<file path="config.mk">
export PLATFORM = sky130hd
export DESIGN_NAME = signo_exponente_mult_flat
export DESIGN_NICKNAME = d
export VERILOG_FILES = /design/src/rtl/fp_mult_pkg.sv /design/src/rtl/signo_exponente_mult_if.sv /design/src/rtl/clasifica_fp.sv /design/src/rtl/signo_exponente_mult.sv /design/src/flat_wrapper.sv
export SDC_FILE = /design/constraint.sdc
export NUM_CORES = 1
export LEC_CHECK = 0
export CORE_MARGIN = 1.5
export CORE_UTILIZATION = 40
export DETAILED_ROUTE_END_ITERATION = 7
export PLACE_DENSITY = 0.79
export SYNTH_ARGS = -nofsm -noshare
export SYNTH_HDL_FRONTEND = slang
export SYNTH_SLANG_ARGS = --single-unit
</file>
<file path="constraint.sdc">
create_clock -name clk -period 5.43 [get_ports clk]
set_input_delay 0.543 -clock clk [delete_from_list [all_inputs] [get_ports clk]]
set_output_delay 0.543 -clock clk [all_outputs]
set_load 0.01 [all_outputs]
</file>
<file path="src/rtl/fp_mult_pkg.sv">
// Shared floating-point multiplier definitions: operand class encoding, bias and field slicing.
package fp_mult_pkg;

  typedef enum logic [1:0] {
    CLS_FINITE = 2'd0,
    CLS_ZERO   = 2'd1,
    CLS_INF    = 2'd2,
    CLS_NAN    = 2'd3
  } fp_class_e;

  // Widest operand word the slicing helpers accept; callers zero-extend into it.
  localparam int FP_MAX_W = 128;

  function automatic int bias_of(input int exp_w);
    return (1 << (exp_w - 1)) - 1;
  endfunction

  function automatic logic sign_of(input logic [FP_MAX_W-1:0] w, input int exp_w, input int man_w);
    return w[exp_w + man_w];
  endfunction

  function automatic logic [FP_MAX_W-1:0] exp_of(input logic [FP_MAX_W-1:0] w, input int exp_w,
                                                 input int man_w);
    return (w >> man_w) & ((FP_MAX_W'(1) << exp_w) - FP_MAX_W'(1));
  endfunction

  function automatic logic [FP_MAX_W-1:0] man_of(input logic [FP_MAX_W-1:0] w, input int man_w);
    return w & ((FP_MAX_W'(1) << man_w) - FP_MAX_W'(1));
  endfunction

endpackage

</file>
<file path="src/rtl/signo_exponente_mult_if.sv">
// Operand/result handshake bundle of the sign/exponent multiplier stage.
interface signo_exponente_mult_if #(
  parameter int EXP_W = 8,
  parameter int MAN_W = 23
);
  localparam int W = 1 + EXP_W + MAN_W;

  logic                    in_valid;
  logic                    in_ready;
  logic [W-1:0]            Op_A;
  logic [W-1:0]            Op_B;
  logic                    out_valid;
  logic                    out_ready;
  logic                    Signo;
  logic signed [EXP_W+1:0] Exp_Suma;
  logic                    Es_Cero;
  logic                    Es_Inf;
  logic                    Es_NaN;
  logic                    Overflow;
  logic                    Underflow;

  modport master (
    output in_valid, Op_A, Op_B, out_ready,
    input  in_ready, out_valid, Signo, Exp_Suma, Es_Cero, Es_Inf, Es_NaN, Overflow, Underflow
  );

  modport slave (
    input  in_valid, Op_A, Op_B, out_ready,
    output in_ready, out_valid, Signo, Exp_Suma, Es_Cero, Es_Inf, Es_NaN, Overflow, Underflow
  );

endinterface

</file>
<file path="src/rtl/clasifica_fp.sv">
// Combinational zero/inf/nan decode of one operand; subnormals are treated as zero.
module clasifica_fp
  import fp_mult_pkg::*;
#(
  parameter int EXP_W = 8,
  parameter int MAN_W = 23
) (
  input  logic [EXP_W-1:0] exp_i,
  input  logic [MAN_W-1:0] man_i,
  output fp_class_e        cls_o
);

  always_comb begin
    cls_o = CLS_FINITE;
    if (exp_i == '0) begin
      cls_o = CLS_ZERO;
    end else if (&exp_i) begin
      cls_o = (man_i == '0) ? CLS_INF : CLS_NAN;
    end
  end

endmodule

</file>
<file path="src/rtl/signo_exponente_mult.sv">
// Sign, unnormalised biased exponent sum and special-case flags; 2-stage valid/ready pipeline,
// latency 2, 1 result/cycle, in_ready falls only when both stages are full and output is stalled.
module signo_exponente_mult
  import fp_mult_pkg::*;
#(
  parameter int EXP_W = 8,
  parameter int MAN_W = 23,
  parameter int BIAS  = bias_of(EXP_W)
) (
  input  logic                   clk,
  input  logic                   rst_n,
  signo_exponente_mult_if.slave  bus
);

  localparam int SW = EXP_W + 2;
  localparam logic [SW-1:0] OVF_LIM = SW'((1 << EXP_W) - 1);

  logic [FP_MAX_W-1:0] op_a_w, op_b_w;
  logic [EXP_W-1:0]    exp_a, exp_b;
  logic [MAN_W-1:0]    man_a, man_b;
  fp_class_e           cls_a, cls_b;
  logic                adv1, adv2;

  logic             v1_q, v1_d, sign1_q, sign1_d;
  logic [EXP_W-1:0] expa1_q, expa1_d, expb1_q, expb1_d;
  fp_class_e        cls_a1_q, cls_a1_d, cls_b1_q, cls_b1_d;

  logic          v2_q, v2_d, sign2_q, sign2_d;
  logic [SW-1:0] exp2_q, exp2_d;
  logic          zero2_q, zero2_d, inf2_q, inf2_d, nan2_q, nan2_d, ovf2_q, ovf2_d, unf2_q, unf2_d;

  logic [SW-1:0] sum;
  logic          is_nan, is_inf, is_zero, special;

  assign op_a_w = FP_MAX_W'(bus.Op_A);
  assign op_b_w = FP_MAX_W'(bus.Op_B);
  assign exp_a  = EXP_W'(exp_of(op_a_w, EXP_W, MAN_W));
  assign exp_b  = EXP_W'(exp_of(op_b_w, EXP_W, MAN_W));
  assign man_a  = MAN_W'(man_of(op_a_w, MAN_W));
  assign man_b  = MAN_W'(man_of(op_b_w, MAN_W));

  clasifica_fp #(.EXP_W(EXP_W), .MAN_W(MAN_W)) u_clas_a (.exp_i(exp_a), .man_i(man_a), .cls_o(cls_a));
  clasifica_fp #(.EXP_W(EXP_W), .MAN_W(MAN_W)) u_clas_b (.exp_i(exp_b), .man_i(man_b), .cls_o(cls_b));

  assign adv2         = !v2_q || bus.out_ready;
  assign adv1         = !v1_q || adv2;
  assign bus.in_ready = rst_n && adv1;

  always_comb begin
    v1_d     = v1_q;
    sign1_d  = sign1_q;
    expa1_d  = expa1_q;
    expb1_d  = expb1_q;
    cls_a1_d = cls_a1_q;
    cls_b1_d = cls_b1_q;
    if (adv1) begin
      v1_d = bus.in_valid;
      if (bus.in_valid) begin
        sign1_d  = sign_of(op_a_w, EXP_W, MAN_W) ^ sign_of(op_b_w, EXP_W, MAN_W);
        expa1_d  = exp_a;
        expb1_d  = exp_b;
        cls_a1_d = cls_a;
        cls_b1_d = cls_b;
      end
    end
  end

  // Zero-extended sum fits in EXP_W+2 bits, so the modular subtract yields the exact signed value.
  always_comb begin
    sum     = SW'({2'b00, expa1_q}) + SW'({2'b00, expb1_q}) - SW'(BIAS);
    is_nan  = (cls_a1_q == CLS_NAN) || (cls_b1_q == CLS_NAN) ||
              ((cls_a1_q == CLS_INF) && (cls_b1_q == CLS_ZERO)) ||
              ((cls_a1_q == CLS_ZERO) && (cls_b1_q == CLS_INF));
    is_inf  = !is_nan && ((cls_a1_q == CLS_INF) || (cls_b1_q == CLS_INF));
    is_zero = !is_nan && !is_inf && ((cls_a1_q == CLS_ZERO) || (cls_b1_q == CLS_ZERO));
    special = is_nan || is_inf || is_zero;

    v2_d    = v2_q;
    sign2_d = sign2_q;
    exp2_d  = exp2_q;
    zero2_d = zero2_q;
    inf2_d  = inf2_q;
    nan2_d  = nan2_q;
    ovf2_d  = ovf2_q;
    unf2_d  = unf2_q;
    if (adv2) begin
      v2_d = v1_q;
      if (v1_q) begin
        sign2_d = sign1_q;
        exp2_d  = sum;
        zero2_d = is_zero;
        inf2_d  = is_inf;
        nan2_d  = is_nan;
        ovf2_d  = !special && ($signed(sum) >= $signed(OVF_LIM));
        unf2_d  = !special && (sum[SW-1] || (sum == '0));
      end
    end
  end

  always_ff @(posedge clk or negedge rst_n) begin
    if (!rst_n) begin
      v1_q     <= 1'b0;
      sign1_q  <= 1'b0;
      expa1_q  <= '0;
      expb1_q  <= '0;
      cls_a1_q <= CLS_FINITE;
      cls_b1_q <= CLS_FINITE;
      v2_q     <= 1'b0;
      sign2_q  <= 1'b0;
      exp2_q   <= '0;
      zero2_q  <= 1'b0;
      inf2_q   <= 1'b0;
      nan2_q   <= 1'b0;
      ovf2_q   <= 1'b0;
      unf2_q   <= 1'b0;
    end else begin
      v1_q     <= v1_d;
      sign1_q  <= sign1_d;
      expa1_q  <= expa1_d;
      expb1_q  <= expb1_d;
      cls_a1_q <= cls_a1_d;
      cls_b1_q <= cls_b1_d;
      v2_q     <= v2_d;
      sign2_q  <= sign2_d;
      exp2_q   <= exp2_d;
      zero2_q  <= zero2_d;
      inf2_q   <= inf2_d;
      nan2_q   <= nan2_d;
      ovf2_q   <= ovf2_d;
      unf2_q   <= unf2_d;
    end
  end

  assign bus.out_valid = v2_q;
  assign bus.Signo     = sign2_q;
  assign bus.Exp_Suma  = exp2_q;
  assign bus.Es_Cero   = zero2_q;
  assign bus.Es_Inf    = inf2_q;
  assign bus.Es_NaN    = nan2_q;
  assign bus.Overflow  = ovf2_q;
  assign bus.Underflow = unf2_q;

endmodule
</file>
<file path="src/flat_wrapper.sv">
// flat-port wrapper written by rule: the top's interface ports become plain ports
module signo_exponente_mult_flat import fp_mult_pkg::*;
#(
  parameter int EXP_W = 8,
  parameter int MAN_W = 23,
  parameter int BIAS  = bias_of(EXP_W)
)
  (clk, rst_n, bus_in_valid, bus_Op_A, bus_Op_B, bus_out_ready, bus_in_ready, bus_out_valid, bus_Signo, bus_Exp_Suma, bus_Es_Cero, bus_Es_Inf, bus_Es_NaN, bus_Overflow, bus_Underflow);
  signo_exponente_mult_if #(.EXP_W(EXP_W), .MAN_W(MAN_W)) bus_i ();
  input  logic clk;
  input  logic rst_n;
  input wire logic [$bits(bus_i.in_valid)-1:0] bus_in_valid;
  input wire logic [$bits(bus_i.Op_A)-1:0] bus_Op_A;
  input wire logic [$bits(bus_i.Op_B)-1:0] bus_Op_B;
  input wire logic [$bits(bus_i.out_ready)-1:0] bus_out_ready;
  output wire logic [$bits(bus_i.in_ready)-1:0] bus_in_ready;
  output wire logic [$bits(bus_i.out_valid)-1:0] bus_out_valid;
  output wire logic [$bits(bus_i.Signo)-1:0] bus_Signo;
  output wire logic [$bits(bus_i.Exp_Suma)-1:0] bus_Exp_Suma;
  output wire logic [$bits(bus_i.Es_Cero)-1:0] bus_Es_Cero;
  output wire logic [$bits(bus_i.Es_Inf)-1:0] bus_Es_Inf;
  output wire logic [$bits(bus_i.Es_NaN)-1:0] bus_Es_NaN;
  output wire logic [$bits(bus_i.Overflow)-1:0] bus_Overflow;
  output wire logic [$bits(bus_i.Underflow)-1:0] bus_Underflow;
  assign bus_i.in_valid = bus_in_valid;
  assign bus_i.Op_A = bus_Op_A;
  assign bus_i.Op_B = bus_Op_B;
  assign bus_i.out_ready = bus_out_ready;
  assign bus_in_ready = bus_i.in_ready;
  assign bus_out_valid = bus_i.out_valid;
  assign bus_Signo = bus_i.Signo;
  assign bus_Exp_Suma = bus_i.Exp_Suma;
  assign bus_Es_Cero = bus_i.Es_Cero;
  assign bus_Es_Inf = bus_i.Es_Inf;
  assign bus_Es_NaN = bus_i.Es_NaN;
  assign bus_Overflow = bus_i.Overflow;
  assign bus_Underflow = bus_i.Underflow;
  signo_exponente_mult #(.EXP_W(EXP_W), .MAN_W(MAN_W), .BIAS(BIAS)) u_core (.clk(clk), .rst_n(rst_n), .bus(bus_i));
endmodule
</file>
# Word-level counts from Yosys, hierarchy flattened
# Cells that the tools add are included.
# totals
reg_bits,39
elab_cells,62
# op_classes
addsub,2
magnitude_cmp,1
eq_ne,6
mux,6
n_bitwise,1
n_reduce_logical,32
# op_table
operator,n
23-bit zero test,2
8-bit zero test,2
8-bit AND reduction,2
10-bit by 9-bit >= comparator with 1-bit output (second input constant),1
10-bit zero test,1
1-bit logical OR,10
10-bit by 7-bit subtractor with 10-bit output (second input constant),1
8-bit by 8-bit adder with 9-bit output,1
2-bit equality test (second input constant),4
1-bit logical AND,8
2-bit two-way mux,4
1-bit zero test,5
2-bit by 1-bit equality test with 1-bit output (second input constant),2
2-bit AND reduction,2
1-bit two-way mux,2
1-bit XOR,1

# Longest topological paths before layout
# Gate-level depths: netlist of the first run.
# logic_depth
depth_word,12
ltp_mapped,9
depth_no_buf,9

# Hierarchy
# Synthesis of the first run repeated with hierarchy kept, for this count alone.
# hier_totals
hier_cells,189
hier_area_um2,2112.0
# by_module_without_submodules
module,instances,cells_per_inst,area_each_um2,seq_area_each_um2
signo_exponente_mult,1,159,1916.8,975.9
clasifica_fp,2,15,97.6,0.0

# Worst setup path after synthesis of the first run
# OpenSTA, ideal clock, no wires.
# synth_path
path_type,reg2reg
from,register u_core.expb1_q[0]
to,"register u_core.ovf2_q, in the netlist u_core.bus.Overflow"
setup_ns,0.126
t_arrival_ns,2.596
t_required_ns,5.304
slack_ns,2.708
path_stages_with_launch,10
path_buffers,0
period_less_slack_ns,2.722
cell_sequence,dfrtp_1 -> ha_1 -> fa_1 -> a211o_1 -> a21oi_2 -> nor4_4 -> nand3_1 -> or3b_4 -> and2_0 -> a221o_1
# synth_via
elab_chain_cells,4
# synth_rtl
element,line,rtl
from (decl),signo_exponente_mult.sv:25,"logic [EXP_W-1:0] expa1_q, expa1_d, expb1_q, expb1_d;"
from (signal assigned),signo_exponente_mult.sv:120,expb1_q <= expb1_d;
8-bit by 8-bit adder with 9-bit output,signo_exponente_mult.sv:70,"sum = SW'({2'b00, expa1_q}) + SW'({2'b00, expb1_q}) - SW'(BIAS);"
10-bit by 7-bit subtractor with 10-bit output,signo_exponente_mult.sv:70,
10-bit by 9-bit >= comparator with 1-bit output,signo_exponente_mult.sv:94,ovf2_d = !special && ($signed(sum) >= $signed(OVF_LIM));
1-bit logical AND,signo_exponente_mult.sv:94,
to (signal assigned),signo_exponente_mult.sv:129,ovf2_q <= ovf2_d;
to (decl),signo_exponente_mult.sv:30,"logic zero2_q, zero2_d, inf2_q, inf2_d, nan2_q, nan2_d, ovf2_q, ovf2_d, unf2_q, unf2_d;"
# Every way passes these cells.
# A chain may end at the register's enable or synchronous reset.

# Final worst setup path of the first run
# Ends and elaborated chain as after synthesis.

==> flow_metrics.tcl, run 1 <==
set metrics [dict create \
    status "complete, no violations" \
    finalMaxSlewViolations 0 \
    cts-root-buf "clkbuf_8" \
    cap_violations 0 \
    area_growth_pct 45.3 \
    rsz0062_at_grt "false" \
    clk_path_buf_depth 2 \
    cp.arrival_ns 3.12 \
    critPathCaptureType "register" \
    cts-buffers-inserted 5 \
    antenna_left 0 \
    viasPerCell 5.41 \
    period_share 0.541 \
    syn-cell-area_mm2 0.00234 \
    p_leak_nw 1.35 \
    core_region_area_mm2 0.00557 \
    drive_gt1_frac 0.137 \
    numPortBuffers 85 \
    p_int_mw 0.835 \
    vdd_ir_drop_max_mv 0.186 \
    wl_um 5490 \
    powerDensity_mw_per_mm2 364 \
    cts_hold_buf 0 \
    post_cts_buffers 0 \
    worstSetupPathType "reg2reg" \
    synth_cell_type_count 56 \
    multi_input_area_mm2 0.00135 \
    critPathRequiredTime_ns 5.61 \
    cts_tree "done" \
    design_area_mm2 0.00340 \
    syn_area_per_cell_um2 10.5 \
    grt_start_max_net_pins 41 \
    dpl_cell_area_mm2 0.00327 \
    die_area_mm2 0.00633 \
    clock-sinks 39 \
    async_flop_share 1.00 \
    drc_errors 0 \
    cp_top_family "compound AO/OA/AOI/OAI gates" \
    timing.rr.end "u_core.bus.Overflow" \
    seqPwrFrac 0.317 \
    critPathLaunch "u_core.expb1_q[0]" \
    start_util 0.420 \
    finalSetupViolCount 0 \
    r2r_slack_ns 2.49 \
    die_h_um 79.5 \
    synth_edf_count 0 \
    worstSetupPathDepth 9 \
    grt_pass1_vias 2156 \
    power_frac_comb 0.456 \
    vias 2083 \
    p_switching_mw 0.406 \
    drt_iter0_drc 105 \
    grt_pass1_wl_um 9470 \
    fin_worst_skew_ns 0.00479 \
    n_antenna_cell 0 \
    ys_warn_count 0 \
    fmax_ghz 0.340 \
    cp-start-kind "register" \
    rr_worst_depth 9 \
    r2r-start "u_core.expb1_q[0]" \
    clockPowerShare 0.226 \
    hp-class "in2async" \
    slew_headroom 0.404 \
    power.share.switching 0.327 \
    crit_path_max_fanout 7 \
    fin_crit_ns 2.94 \
    use_met3 0.0354 \
    firstDrtPassIters 4 \
    worst_pin_slew_ns 0.891 \
    postCtsResizedCells 0 \
    gr-max-usage-layer "met2" \
    routedWlPerCell_um 14.3 \
    critPathMaxStageDelay_ns 0.46 \
    seq_area_um2 976 \
    dp_hpwl_um 4520 \
    htreeDepth 2 \
    path_cells "ha_1, fa_1, a211o_1, a21oi_2, nor4_4, nand3_1, or3b_4, and2_0, a221o_1" \
    synth_ff_type "dfrtp_1" \
    met2_usage 0.354 \
    final_cell_mix "84 x clkdlybuf4s50_1, 39 x dfrtp_1, 21 x nand2_1" \
    crit_path_end "u_core.bus.Overflow" \
    syn_inst 223 \
    final_nets 392 \
    insertion_delay_ns 0.29 \
    yosysSeqAreaShare 0.416 \
    rows 27 \
    ys_ff_latch 39 \
    grt_remaining_overflow 0 \
    clkTransAtPathRegs_ns 0.07 \
    antenna_found_initial 0 \
    fill_cells 495 \
    gp_congestion 0.822 \
    synth.net_count 303 \
    path_buf_inv 0 \
    use_met1 0.225 \
    dieWidth_um 79.5 \
    io_pins 86 \
    final_common_cell "clkdlybuf4s50_1" \
    track_usage 0.193 \
    hold_violations 0 \
    cp_slowest_cell "fa_1" \
    tns_ns 0 \
]
flip-flops by register name, summed over array words and instances, names as in the netlist, 2 cells and up:
register,flops
u_core.cls_b1_q,2
u_core.bus.Exp_Suma,10
u_core.expa1_q,8
u_core.expb1_q,8
u_core.cls_a1_q,2
stage by stage:
| step | instances | setup WS [ns] | hold WS [ns] | power (mW) | utilization |
|---|---|---|---|---|---|
| global route | 385 | 2.33 | 0.345 | 1.33 | 0.611 |
| floorplan | 223 | 2.71 | 0.247 | 0.748 | - |
| finish | 385 | 2.49 | 0.289 | 1.24 | 0.611 |
| CTS | 385 | 2.49 | 0.307 | 1.25 | 0.611 |
| global placement | 377 | 2.60 | 0.458 | 0.953 | 0.587 |
| detailed placement | 377 | 2.52 | 0.470 | 0.968 | 0.587 |
Yosys cell counts (2+ instances only):
| cell type | number | share of area |
|---|---|---|
| dfrtp_1 | 39 | 0.42 |
| nand2_1 | 21 | 0.034 |
| mux2_2 | 20 | 0.096 |
| nor2_1 | 14 | 0.022 |
| nor4_1 | 14 | 0.037 |
| o21ai_0 | 12 | 0.026 |
| ha_1 | 11 | 0.059 |
| nand4_1 | 8 | 0.021 |
| xnor2_1 | 8 | 0.030 |
| nand2b_1 | 5 | 0.013 |
| nand3_1 | 4 | 0.0085 |
| a21oi_1 | 3 | 0.0064 |
| and2_1 | 3 | 0.0080 |
| and4_1 | 3 | 0.011 |
| clkbuf_1 | 3 | 0.0048 |
| o21ai_1 | 3 | 0.0064 |
| a211oi_1 | 2 | 0.0064 |
| a211oi_2 | 2 | 0.011 |
| a21o_1 | 2 | 0.0064 |
| a22oi_1 | 2 | 0.0064 |
| inv_1 | 2 | 0.0032 |
| nor2_2 | 2 | 0.0053 |
| nor2b_1 | 2 | 0.0053 |
| nor3_1 | 2 | 0.0043 |
| o21a_1 | 2 | 0.0064 |
| o31ai_1 | 2 | 0.0064 |
| o41ai_1 | 2 | 0.0075 |
| xor2_1 | 2 | 0.0075 |
worst reg2reg max path, cell delays in order, from the launching register on:
cell     delay, ns
dfrtp_1       0.38
ha_1          0.24
fa_1          0.46
a211o_1       0.34
a21oi_2       0.26
nor4_4        0.12
nand3_1       0.16
or3b_4        0.42
and2_0        0.17
a221o_1       0.29
how the worst min path moves through the flow:
stage,start,endpoint,cells after the start
after CTS,rst_n,u_core.expb1_q[4],2
after floorplan,rst_n,u_core.bus.Es_Cero,0
after global placement,u_core.bus.Es_Inf,u_core.bus.Es_Inf,2
after detailed placement,u_core.bus.Exp_Suma[5],u_core.bus.Exp_Suma[5],2
after global routing,rst_n,u_core.expb1_q[5],2
final,rst_n,u_core.bus.Exp_Suma[6],2
power by group through the flow:
stage	clock [mW]	combinational, mW	sequential (mW)
4_1_cts	0.290	0.569	0.396
5_1_grt	0.299	0.629	0.402
3_3_place_gp	0	0.556	0.397
6_report	0.281	0.566	0.394
2_1_floorplan	0	0.334	0.414
3_5_place_dp	0	0.566	0.401
cells by family (layout without fill, tap and decap cells):
kind of cell / after synthesis / in the layout / synth area share
simple gates: 88 / 88 / 0.214
compound gates: 45 / 45 / 0.143
flops: 39 / 39 / 0.416
mux: 22 / 22 / 0.105
fa+ha+maj: 12 / 12 / 0.0673
xor+xnor: 11 / 11 / 0.0443
buf+inv: 6 / 96 / 0.00961
metal layers:
metal / share of wire / up-vias / wire length, um
met5: 0 / - / 0
met4: 0.014 / 0 / 75
met2: 0.52 / 84 / 2850
met3: 0.055 / 6 / 300
met1: 0.41 / 969 / 2260
li1: - / 1024 / -
area by class of cell:
cell class              count  area share
multi-input cells         178       0.395
clock buffers               6      0.0213
clock inverters             2      0.0176
inverters                   2     0.00221
well taps                  72      0.0265
repair buffers             86       0.251
flip-flops and latches     39       0.287
Power figures use the tool's default switching activity.
==> run 2, diff against run 1 <==
==> constraint.sdc (replaced) <==
create_clock -name clk -period 2.9 [get_ports clk]
set_input_delay 0.29 -clock clk [delete_from_list [all_inputs] [get_ports clk]]
set_output_delay 0.29 -clock clk [all_outputs]
set_load 0.01 [all_outputs]
==> run 2 against run 1 <==
  * Worst setup slack worse by 2.4 ns
  * Largest power group unchanged
  * Power increased by 84%
  * Non-clock buffer count rose by 8
  * Sequential power rose by 87%
  * Largest cell class unchanged
  * Highest routed layer unchanged
  * Worst hold slack worse by 0.18 ns
  * Sequential share of layout area decreased by 0.73 points
  * Clock skew about the same
==> flow_metrics.tcl, run 2 (synthesized netlist as in run 1, its figures left out) <==
set metrics [dict create \
    tns_ns 0 \
    largest_reg_flops 10 \
    drive_gt1_frac 0.187 \
    power_frac_comb 0.512 \
    vdd_ir_drop_max_mv 0.302 \
    crit_path_max_fanout 5 \
    hold-worst-slack_ns 0.106 \
    drc_errors 0 \
    final_nets 400 \
    fill_cells 483 \
    cp_slowest_cell "fa_2" \
    r2r_slack_ns 0.11 \
    finalMaxSlewViolations 0 \
    area_growth_pct 49.1 \
    hold_violations 0 \
    viasPerCell 5.44 \
    fin_ws_ns 0.107 \
    vias 2137 \
    worst_pin_slew_ns 0.897 \
    dieWidth_um 79.5 \
    critPathCaptureType "register" \
    hp-class "in2async" \
    n_antenna_cell 0 \
    wl_um 5840 \
    track_usage 0.197 \
    finalSetupViolCount 0 \
    period_share 0.963 \
    die_h_um 79.5 \
    worstSetupPathDepth 11 \
    antenna_found_initial 0 \
    insertion_delay_ns 0.30 \
    critPathLaunch "u_core.expa1_q[0]" \
    cts_tree "done" \
    grt_start_max_net_pins 40 \
    cts-buffers-inserted 5 \
    p_switching_mw 0.842 \
    final_common_cell "clkdlybuf4s50_1" \
    clk_path_buf_depth 2 \
    rr_worst_depth 11 \
    firstDrtPassIters 4 \
    cp_top_family "compound AO/OA/AOI/OAI gates" \
    status "complete, no violations" \
    cp-start-kind "register" \
    place_inst 380 \
    io_pins 86 \
    gp_congestion 0.847 \
    cpMostUsedCell "buf_4" \
    fin_worst_skew_ns 0.00452 \
    htreeDepth 2 \
    pre_cts_slack_ns -0.0179 \
    stdcell_count 393 \
    dp_hpwl_um 4640 \
    final_cell_mix "84 x clkdlybuf4s50_1, 39 x dfrtp_1, 21 x nand2_1" \
    clkTransAtPathRegs_ns 0.08 \
    start_util 0.420 \
    grt_remaining_overflow 0 \
    core_region_area_mm2 0.00557 \
    path_cells "ha_4, fa_2, a211oi_2, buf_4, o2111ai_4, nor4_4, buf_4, nand2b_1, o22ai_1, and4_1, a221o_1" \
    grt_pass1_vias 2140 \
    cap_violations 0 \
    crit_path_end "u_core.bus.Overflow" \
    p_leak_nw 1.36 \
    timing.rr.end "u_core.bus.Overflow" \
    power.share.switching 0.369 \
    fin_crit_ns 2.79 \
    cts_hold_buf 0 \
    r2r-start "u_core.expa1_q[0]" \
    slew_headroom 0.401 \
    cp.arrival_ns 2.98 \
    fmax_ghz 0.358 \
    rows 27 \
    powerDensity_mw_per_mm2 654 \
    critPathRequiredTime_ns 3.09 \
    cts-root-buf "clkbuf_8" \
    seqPwrFrac 0.322 \
    antenna_left 0 \
    drt_iter0_drc 74 \
    p_int_mw 1.44 \
    grt_pass1_wl_um 9590 \
    numPortBuffers 85 \
    routedWlPerCell_um 14.9 \
    path_buf_inv 2 \
    die_area_mm2 0.00633 \
    clockPowerShare 0.166 \
    clock-sinks 39 \
    worstSetupPathType "reg2reg" \
    critPathMaxStageDelay_ns 0.43 \
]
-- run 2: final cells by class --
class,count,area (um^2),share of cell area
Multi-Input combinational cell,178,1410,0.405
Sequential cell,39,976,0.279
Timing Repair Buffer,94,913,0.261
Tap cell,72,90.1,0.0258
Clock buffer,5,68.8,0.0197
Clock inverter,3,23.8,0.00681
Inverter,2,7.51,0.00215
-- run 2: power by group through the flow --
stage	combinational (mW)	sequential (mW)	clock, mW
final	1.17	0.736	0.380
after global routing	1.28	0.753	0.415
after CTS	1.09	0.739	0.386
after detailed placement	1.08	0.750	0
after global placement	1.06	0.741	0
after floorplan	0.625	0.776	0
-- run 2: worst min-delay path by stage --
stage | end | slack, ns | cells past startpoint | from
3_5_place_dp | u_core.bus.Exp_Suma[7] | 0.45 | 2 | rst_n
5_1_grt | u_core.bus.Es_Cero | 0.14 | 2 | rst_n
6_report | u_core.bus.Exp_Suma[7] | 0.11 | 2 | rst_n
3_3_place_gp | u_core.bus.Exp_Suma[6] | 0.44 | 2 | rst_n
4_1_cts | u_core.expb1_q[6] | 0.12 | 2 | rst_n
2_1_floorplan | u_core.bus.Es_Cero | -0.006 | 0 | rst_n
-- run 2: timing repair --
item	4_1_cts	5_1_grt
setup endpoints to repair	1	2
pin swaps	1	10
buffers inserted	1	4
gates resized for setup	1	12
-- run 2: layer usage --
layer,global-route usage,wire (um)
met5,0,0
met1,0.234,2370
met2,0.347,3060
met3,0.0469,341
met4,0.0632,74
-- run 2: metrics by stage --
stage | power, mW | instance area (um^2) | utilization
final | 2.29 | 3490 | 0.627
after global routing | 2.45 | 3490 | 0.627
after CTS | 2.22 | 3400 | 0.609
after detailed placement | 1.83 | 3290 | 0.591
after global placement | 1.80 | 3290 | 0.591
after floorplan | 1.40 | 2340 | -
==> run 3, diff against run 2 <==
--- a/config.mk
+++ b/config.mk
@@ -8,7 +8,8 @@
 export CORE_MARGIN = 1.5
 export CORE_UTILIZATION = 40
 export DETAILED_ROUTE_END_ITERATION = 7
-export PLACE_DENSITY = 0.79
+export PLACE_DENSITY = 0.82
+export SLEW_MARGIN = 20
 export SYNTH_ARGS = -nofsm -noshare
 export SYNTH_HDL_FRONTEND = slang
 export SYNTH_SLANG_ARGS = --single-unit
==> constraint.sdc (replaced) <==
create_clock -name clk -period 2.27 [get_ports clk]
set_input_delay 0.227 -clock clk [delete_from_list [all_inputs] [get_ports clk]]
set_output_delay 0.227 -clock clk [all_outputs]
set_load 0.01 [all_outputs]
==> run 3 against run 2 <==
  * The run now ends with setup timing left
  * Critical path depth shrank 2
  * Sequential power up 28%
  * Clock-buffer cell count did not move
  * Die area stayed put
  * First-iteration DRC count decreased by 27%
==> flow_metrics.tcl, run 3 (synthesized netlist as in run 1, its figures left out) <==
set metrics [dict create \
    routedWlPerCell_um 14.8 \
    viasPerCell 5.37 \
    cts_tree "done" \
    fin_worst_skew_ns 0.00538 \
    grt_pass1_wl_um 10500 \
    multi_input_area_mm2 0.00151 \
    drc_errors 0 \
    critPathMaxStageDelay_ns 0.41 \
    firstDrtPassIters 4 \
    io_pins 86 \
    dieWidth_um 79.5 \
    die_h_um 79.5 \
    cp-start-kind "register" \
    antenna_found_initial 0 \
    place_inst 418 \
    seq_area_um2 976 \
    violations "setup timing" \
    fin_ws_ns -0.454 \
    period_share 1.20 \
    cp.arrival_ns 2.92 \
    area_growth_pct 68.5 \
    dp_hpwl_um 4850 \
    drt_iter0_drc 54 \
    cts-root-buf "clkbuf_8" \
    clock-sinks 39 \
    crit_path_max_fanout 3 \
    wl_um 6440 \
    critPathCaptureType "register" \
    cts_hold_buf 0 \
    hold-worst-slack_ns 0.0388 \
    numPortBuffers 85 \
    pre_cts_slack_ns -0.449 \
    rows 27 \
    final_cell_mix "84 x clkdlybuf4s50_1, 45 x buf_4, 39 x dfrtp_1" \
    core_region_area_mm2 0.00557 \
    largest_reg_flops 10 \
    path_buf_inv 0 \
    hp-class "in2async" \
    powerDensity_mw_per_mm2 912 \
    r2r_slack_ns -0.45 \
    final_nets 442 \
    p_leak_nw 1.63 \
    status "finished, violations left" \
    fin_crit_ns 2.72 \
    hold_violations 0 \
    clkTransAtPathRegs_ns 0.08 \
    fmax_ghz 0.367 \
    worst_pin_slew_ns 0.491 \
    rsz0062_at_grt "true" \
    antenna_left 0 \
    track_usage 0.213 \
    stdcell_count 435 \
    cts-buffers-inserted 5 \
    cp_top_family "simple AND/OR/NAND/NOR gates" \
    insertion_delay_ns 0.30 \
    gp_congestion 0.853 \
    finalMaxSlewViolations 0 \
    design_area_mm2 0.00395 \
    n_antenna_cell 0 \
    htreeDepth 2 \
    start_util 0.420 \
    vdd_ir_drop_max_mv 0.477 \
    dpl_cell_area_mm2 0.00362 \
    cp_slowest_cell "or3b_4" \
    final_common_cell "clkdlybuf4s50_1" \
    vias 2337 \
    worstSetupPathType "reg2reg" \
    grt_pass1_vias 2435 \
    fin_util 0.708 \
    grt_start_max_net_pins 40 \
    finalSetupViolCount 8 \
    clk_path_buf_depth 2 \
    grt_remaining_overflow 0 \
    critPathRequiredTime_ns 2.46 \
    path_cells "ha_2, fa_2, a211o_1, nand4_1, o311ai_4, nand3_2, or3b_4, and2_4, a221o_1" \
    fill_cells 427 \
    drive_gt1_frac 0.314 \
    die_area_mm2 0.00633 \
    slew_headroom 0.673 \
    cap_violations 0 \
]
[run 3: layer usage]
layer / vias to the layer above / share of wire / wire length, um / global-route usage
met5: - / 0 / 0 / 0
met4: 0 / 0.030 / 196 / 0.111
met3: 15 / 0.053 / 343 / 0.0469
met2: 87 / 0.52 / 3380 / 0.377
met1: 1113 / 0.39 / 2520 / 0.237
li1: 1122 / - / - / -
[run 3: final timing paths]
kind | to | from | cells after the start
min in group clk | u_core.bus.Exp_Suma[9] | u_core.bus.Exp_Suma[9] | 2
worst max register to register | u_core.bus.Overflow | u_core.expa1_q[0] | 9
worst min-delay path | u_core.bus.Exp_Suma[4] | rst_n | 2
worst max-delay path | u_core.bus.Overflow | u_core.expa1_q[0] | 9
worst min register to register | u_core.bus.Exp_Suma[9] | u_core.bus.Exp_Suma[9] | 2
max in group asynchronous | u_core.expb1_q[7] | rst_n | 2
[run 3: repair_timing]
item                                    in CTS  in global routing
pin swaps                                    9                 16
gates resized for setup                      9                 24
setup buffers                                8                  3
endpoints found under the setup margin       6                  8
hold endpoints to repair                     0                  0
[run 3: worst register-to-register path, cell delays in order, from the launching register on]
cell and delay (ns):
dfrtp_1 0.40, ha_2 0.21, fa_2 0.40, a211o_1 0.36
nand4_1 0.16, o311ai_4 0.13, nand3_2 0.09, or3b_4 0.41
and2_4 0.17, a221o_1 0.29
[run 3: power by group]
| group | leakage, nW | switching (mW) | internal [mW] |
|---|---|---|---|
| registers | 0.477 | 0.0944 | 0.851 |
| logic | 1.09 | 0.894 | 1.18 |
| clock network | 0.0581 | 0.258 | 0.327 |
| total | 1.63 | 1.25 | 2.35 |
[run 3: area by class of cell]
cell class	count	area share
multi-input combinational	178	0.383
inverter	2	0.00190
clock buffer	5	0.0174
tap	72	0.0228
sequential	39	0.247
timing repair buffer	136	0.317
clock inverter	3	0.0111
[run 3: stage by stage]
step	TNS, ns	total power [mW]
5_1_grt	-2.55	3.81
4_1_cts	-1.57	3.42
3_5_place_dp	-1.25	2.69
2_1_floorplan	-0.911	1.84
3_3_place_gp	-0.963	2.65
6_report	-1.67	3.60
